## src/rtl/muldiv_unit.sv

```systemverilog
// Iterative RV32M multiply/divide unit.
// Latches operands on start, runs 32 shift-add or restoring-divide steps,
// then applies sign correction and special-case overrides in one finish cycle.
module muldiv_unit #(
   parameter int WIDTH = 32
) (
   input  logic             clk_i,
   input  logic             reset_i,
   input  logic             start_i,
   input  logic [2:0]       funct3_i,
   input  logic [WIDTH-1:0] rs1_i,
   input  logic [WIDTH-1:0] rs2_i,
   output logic             busy_o,
   output logic             done_o,
   output logic [WIDTH-1:0] result_o
);

   typedef enum logic [1:0] {IDLE, CALC, FINISH} state_t;

   state_t             state_q;
   logic [2:0]         op_q;
   logic               neg_q;      // product / quotient is negative
   logic               sa_q;       // dividend sign, used for the remainder
   logic [4:0]         cnt_q;
   logic [WIDTH-1:0]   den_q;      // multiplicand (mul) or divisor (div)
   logic [2*WIDTH-1:0] acc_q;      // {hi, lo}: lo holds multiplier / dividend-quotient
   logic [WIDTH-1:0]   rem_q;
   logic               spec_q;
   logic [WIDTH-1:0]   spec_val_q;
   logic               busy_q, done_q;
   logic [WIDTH-1:0]   result_q;

   // operand decode at latch time
   logic             is_div, a_signed, b_signed, sa, sb, div0, ovf;
   logic [WIDTH-1:0] mag_a, mag_b, spec_val;

   // Decode signedness, magnitudes and division special cases from the raw inputs.
   always_comb begin
      is_div   = funct3_i[2];
      a_signed = is_div ? ~funct3_i[0] : (funct3_i[1:0] != 2'b11);
      b_signed = is_div ? ~funct3_i[0] : ~funct3_i[1];
      sa       = a_signed & rs1_i[WIDTH-1];
      sb       = b_signed & rs2_i[WIDTH-1];
      mag_a    = sa ? -rs1_i : rs1_i;
      mag_b    = sb ? -rs2_i : rs2_i;
      div0     = is_div && (rs2_i == '0);
      ovf      = is_div && !funct3_i[0] && (rs1_i == {1'b1, {(WIDTH-1){1'b0}}}) && (rs2_i == '1);
      // overflow DIV returns the dividend itself (most negative value)
      spec_val = div0 ? (funct3_i[1] ? rs1_i : '1) : (funct3_i[1] ? '0 : rs1_i);
   end

   // one iteration step for either datapath
   logic [WIDTH:0]     mul_sum, div_shl, div_diff;
   logic               qbit;
   logic [2*WIDTH-1:0] acc_d;
   logic [WIDTH-1:0]   rem_d;

   // Next accumulator / remainder for the current iteration.
   always_comb begin
      mul_sum  = {1'b0, acc_q[2*WIDTH-1:WIDTH]} + (acc_q[0] ? {1'b0, den_q} : '0);
      div_shl  = {rem_q, acc_q[WIDTH-1]};
      div_diff = div_shl - {1'b0, den_q};
      qbit     = (div_shl >= {1'b0, den_q});
      if (op_q[2]) begin
         acc_d = {acc_q[2*WIDTH-1:WIDTH], acc_q[WIDTH-2:0], qbit};
         rem_d = qbit ? div_diff[WIDTH-1:0] : div_shl[WIDTH-1:0];
      end else begin
         acc_d = {mul_sum, acc_q[WIDTH-1:1]};
         rem_d = rem_q;
      end
   end

   // sign-corrected result selection
   logic [2*WIDTH-1:0] prod;
   logic [WIDTH-1:0]   quo, rmd, result_d;

   // Apply sign rules and pick the architectural result for op_q.
   always_comb begin
      prod = neg_q ? -acc_q : acc_q;
      quo  = neg_q ? -acc_q[WIDTH-1:0] : acc_q[WIDTH-1:0];
      rmd  = sa_q ? -rem_q : rem_q;
      case (op_q)
         3'b000:                 result_d = prod[WIDTH-1:0];
         3'b001, 3'b010, 3'b011: result_d = prod[2*WIDTH-1:WIDTH];
         3'b100, 3'b101:         result_d = quo;
         default:                result_d = rmd;
      endcase
      if (spec_q) result_d = spec_val_q;
   end

   // Control FSM with registered busy/done/result; reset wins over everything.
   always_ff @(posedge clk_i) begin
      if (reset_i) begin
         state_q    <= IDLE;
         op_q       <= '0;
         neg_q      <= 1'b0;
         sa_q       <= 1'b0;
         cnt_q      <= '0;
         den_q      <= '0;
         acc_q      <= '0;
         rem_q      <= '0;
         spec_q     <= 1'b0;
         spec_val_q <= '0;
         busy_q     <= 1'b0;
         done_q     <= 1'b0;
         result_q   <= '0;
      end else begin
         done_q <= 1'b0;
         case (state_q)
            IDLE: if (start_i) begin
               op_q       <= funct3_i;
               neg_q      <= sa ^ sb;
               sa_q       <= sa;
               cnt_q      <= '0;
               den_q      <= is_div ? mag_b : mag_a;
               acc_q      <= {{WIDTH{1'b0}}, is_div ? mag_a : mag_b};
               rem_q      <= '0;
               spec_q     <= div0 | ovf;
               spec_val_q <= spec_val;
               busy_q     <= 1'b1;
               state_q    <= CALC;
            end
            CALC: begin
               acc_q <= acc_d;
               rem_q <= rem_d;
               cnt_q <= cnt_q + 5'd1;
               if (cnt_q == 5'd31) state_q <= FINISH;
            end
            FINISH: begin
               result_q <= result_d;
               done_q   <= 1'b1;
               busy_q   <= 1'b0;
               state_q  <= IDLE;
            end
            default: state_q <= IDLE;
         endcase
      end
   end

   assign busy_o   = busy_q;
   assign done_o   = done_q;
   assign result_o = result_q;

endmodule

```

## config.mk

```make
export PLATFORM = sky130hd
export DESIGN_NAME = muldiv_unit
export DESIGN_NICKNAME = d
export VERILOG_FILES = /design/src/rtl/muldiv_unit.sv
export SDC_FILE = /design/constraint.sdc
export NUM_CORES = 1
export LEC_CHECK = 0
export ABC_CLOCK_PERIOD_IN_PS = 4750
export CAP_MARGIN = 20
export CORE_MARGIN = 2
export CORE_UTILIZATION = 46
export CTS_BUF_LIST = sky130_fd_sc_hd__clkbuf_4 sky130_fd_sc_hd__clkbuf_8 sky130_fd_sc_hd__clkbuf_16
export DETAILED_ROUTE_END_ITERATION = 8
export PLACE_DENSITY_LB_ADDON = 0.08
export SETUP_SLACK_MARGIN = 0.2
export SLEW_MARGIN = 0
export SYNTH_ARGS = -nofsm -noshare
export SYNTH_HDL_FRONTEND = slang
export SYNTH_SLANG_ARGS = --single-unit
export TNS_END_PERCENT = 1
```

## constraint.sdc

```tcl
create_clock -name clk_i -period 4.75 [get_ports clk_i]
set_input_delay 1.425 -clock clk_i [delete_from_list [all_inputs] [get_ports clk_i]]
set_output_delay 1.425 -clock clk_i [all_outputs]
set_load 0.05 [all_outputs]
```

==> run_results.csv <==
group,metric,value,unit
min_path,min-delay-path-class,"flop to flop",
layout,multi_input_area,11700,um2
floorplanning,ios,104,
setup_path,crit_path_max_incr_delay,500,ps
setup_path,regToRegSetupSlack,580,ps
layout,utilization,53.7,%
layout,instances_no_fill,2750,
layout,drive_above_1_share,6.29,%
setup_path,cp.required,5210,ps
clock_network,htree_levels,1,
sta,hold_ws,450,ps
synthesis,synth_compound_area_share,27.7,%
synthesis,synth_edf_count,0,
clock_network,clockBufferDepth,3,
layout,num_antenna_cells,0,
drt,drtIter0Drc,1648,
setup_path,critPathLaunchType,"flop",
floorplanning,initial_core_util,46.9,%
clock_network,root_buffer,"clkbuf_16",
drt,detail_route.wirelength,65500,um
synthesis,synth_top_area_share,24.7,%
status,status,"completed",
layout,fill_cells,3577,
sta,setup_viol,0,
floorplanning,core,35700,um2
placement,placed_cell_area,18300,um2
placement,dpl.hpwl,50800,um
layout,area_growth,14.3,%
clock_network,clk_latency,570,ps
clock_network,cts_tree,"done",
sta,setup_ws,580,ps
drt,dr.pass1.iters,8,
grt,antenna_found_initial,0,
layout,layout_common_cells,"219 x nor2_1, 217 x nand2_1, 205 x dfxtp_1",
sta,max_slew.worst_pin.slew,1120,ps
drt,dr_total_vias,17252,
synthesis,synth-xor-area-share,9.82,%
floorplanning,die_area,38000,um2
setup_path,crit_chain,"inv_1 > buf_4 > nor2_1 > ha_1 > a21oi_1 > o21ai_0 > a2111oi_0 > o211ai_1 > a31oi_1 > o21ai_0 > a31oi_1 > xnor2_1 > a22o_1",
placement,dpl_worst_slack,168,ps
synthesis,ys_types,82,
sta,finalClockSkew,19.7,ps
floorplanning,row_count,69,
drt,wl_met1,29000,um
sta,maxSlewViolCount,0,
grt,grt_pass1_vias,15866,
drt,vias_per_cell,6.27,
synthesis,synth_mux_area_share,3.65,%
min_path,min_path_cells,2,
placement,port-buffer-count,103,
drt,route.met3.wl,4050,um
setup_path,crit_type,"flop to flop",
setup_path,critPathMaxFanout,23,
setup_path,crit_slowest_cell,"a2111oi_0",
grt,grt_overflow,0,
floorplanning,die_h,195,um
drt,ant_nets,0,
clock_network,cts_made_buffers,26,
synthesis,ys.flop_type,"dfxtp_1",
floorplanning,die_w,195,um
synthesis,netlist_top_cells_area,"dfxtp_1 25%, xnor2_1 5.7%, ha_1 5.3%",
drt,remaining_drc_errors,0,
synthesis,async_reset_ff_share,0,%
sta,fin_tns_setup,0,ps
synthesis,netlist_instances,2242,
synthesis,synth_area,16800,um2
sta,finalHoldViolCount,0,
clock_network,postCtsHoldBufs,0,
placement,place_inst,2704,
clock_network,clkSlewWorstSetupHoldPaths,60,ps
synthesis,ys_warn_count,0,
pwr,irDropWorstVdd,0.169,mV
sta,min_period_over_period,87.8,%
drt,dr_wl_met2,28400,um
synthesis,synth_top_family_by_area,"compound AO/OA/AOI/OAI gates",
synthesis,yosysTopAreaCell,"dfxtp_1",
sta,max_slew_margin,25.0,%
synthesis,synthAdderAreaFrac,7.44,%
layout,final_common_cell,"nor2_1",
layout,regArea,4150,um2
placement,routabilityCongestion,0.994,
clock_network,cts_setup_buffers,0,
setup_path,worstPathArrival,4630,ps
grt,grt_usage,33.6,%
sta,rsz0062_at_grt,"false",
setup_path,r2r_cells,13,
pwr,leakage,7.40,nW
sta,fmax,240,MHz
layout,finalInstanceArea,19200,um2
sta,period_minus_slack,4170,ps
setup_path,end_kind,"flop",
grt,grt_pass1_wl,98300,um
drt,top_layer,"met4",
run,maxCapViolations,0,
layout,nNetsFinal,2414,
synthesis,yosys.area_share.simple,20.7,%
synthesis,seq_area_frac_synth,24.7,%
pwr,p_per_area,287,nW/um2
synthesis,syn_nets,2385,
drt,wire_per_inst,23.8,um
clock_network,clock_sinks,207,
pwr,total_power,5.51,mW
synthesis,synth.avg_cell_area,7.48,um2
synthesis,ys_ff_latch,207,
grt,grt_max_degree,90,
==> where the power goes <==
| part | switching (mW) | internal [mW] | total (mW) |
|---|---|---|---|
| clock network | 0.843 | 1.30 | 2.14 |
| registers | 0.121 | 1.82 | 1.94 |
| logic | 0.907 | 0.519 | 1.43 |
==> path summary, 6_finish.rpt <==
path | endpoint | startpoint
max | acc_q[62] | acc_q[0]
min | den_q[5] | den_q[5]
max reg2reg | acc_q[62] | acc_q[0]
min reg2reg | den_q[5] | den_q[5]
==> worst max-delay path: cells and delay by family, from the launching register on <==
kind	cells	cell delay (ps)
DFF	1	370
and+or+nand+nor	1	90
buffers and inverters	2	810
xor gates and xnor gates	1	90
adders and majority gates	1	330
AOI/OAI and AO/OA	8	2340
==> per-layer routing <==
| layer | vias up | global-route usage [%] |
|---|---|---|
| li1 | 8224 | - |
| met3 | 154 | 3.45 |
| met2 | 670 | 52.2 |
| met5 | - | 0 |
| met4 | 0 | 18.0 |
| met1 | 8204 | 46.0 |
==> final cells by class <==
class                           count  share of cell area, %
Multi-Input combinational cell   1779                   60.8
Sequential cell                   207                   21.6
Timing Repair Buffer              163                   7.88
Clock buffer                       38                   4.06
Tap cell                          461                   3.01
Inverter                           94                   1.84
Clock inverter                      8                  0.757
==> logic make-up after synthesis <==
kind of cell	Yosys count
xor+xnor	188
buf+inv	256
compound gates	700
simple gates	725
mux	61
fa+ha+maj	105
flops	207
==> flip-flops by register name, indices dropped and copies added (netlist names) <==
signal and flops:
acc_q 64, den_q 32, rem_q 32, result_o 32, spec_val_q 32, cnt_q 5
op_q 3, state_q 2, busy_o 1, done_o 1, neg_q 1, sa_q 1
spec_q 1
==> cells in the mapped netlist (all sizes together) (7+ instances only) <==
cell    instances
nor2          220
nand2         217
dfxtp         207
a21oi         164
o21ai         153
clkbuf        133
xnor2         110
a211oi         97
inv            94
xor2           78
ha             71
mux2i          60
nor3           53
o31ai          35
maj3           32
o211ai         32
nand3          31
or3            31
buf            28
a21o           27
nand2b         24
nor4           24
o41ai          24
or4            24
a22oi          21
nand4          21
nor2b          21
a221oi         19
o22ai          17
a31oi          15
o21a           14
and2           13
a22o           12
o21bai         12
a32oi          11
and3           11
o221ai         10
nor3b           7
==> what timing repair did <==
action / in CTS / in global routing
endpoints found under the setup margin: 0 / 8
endpoints found under the hold margin: 0 / 0
gates resized for setup: 0 / 1
(Power assumes the default switching activity.)
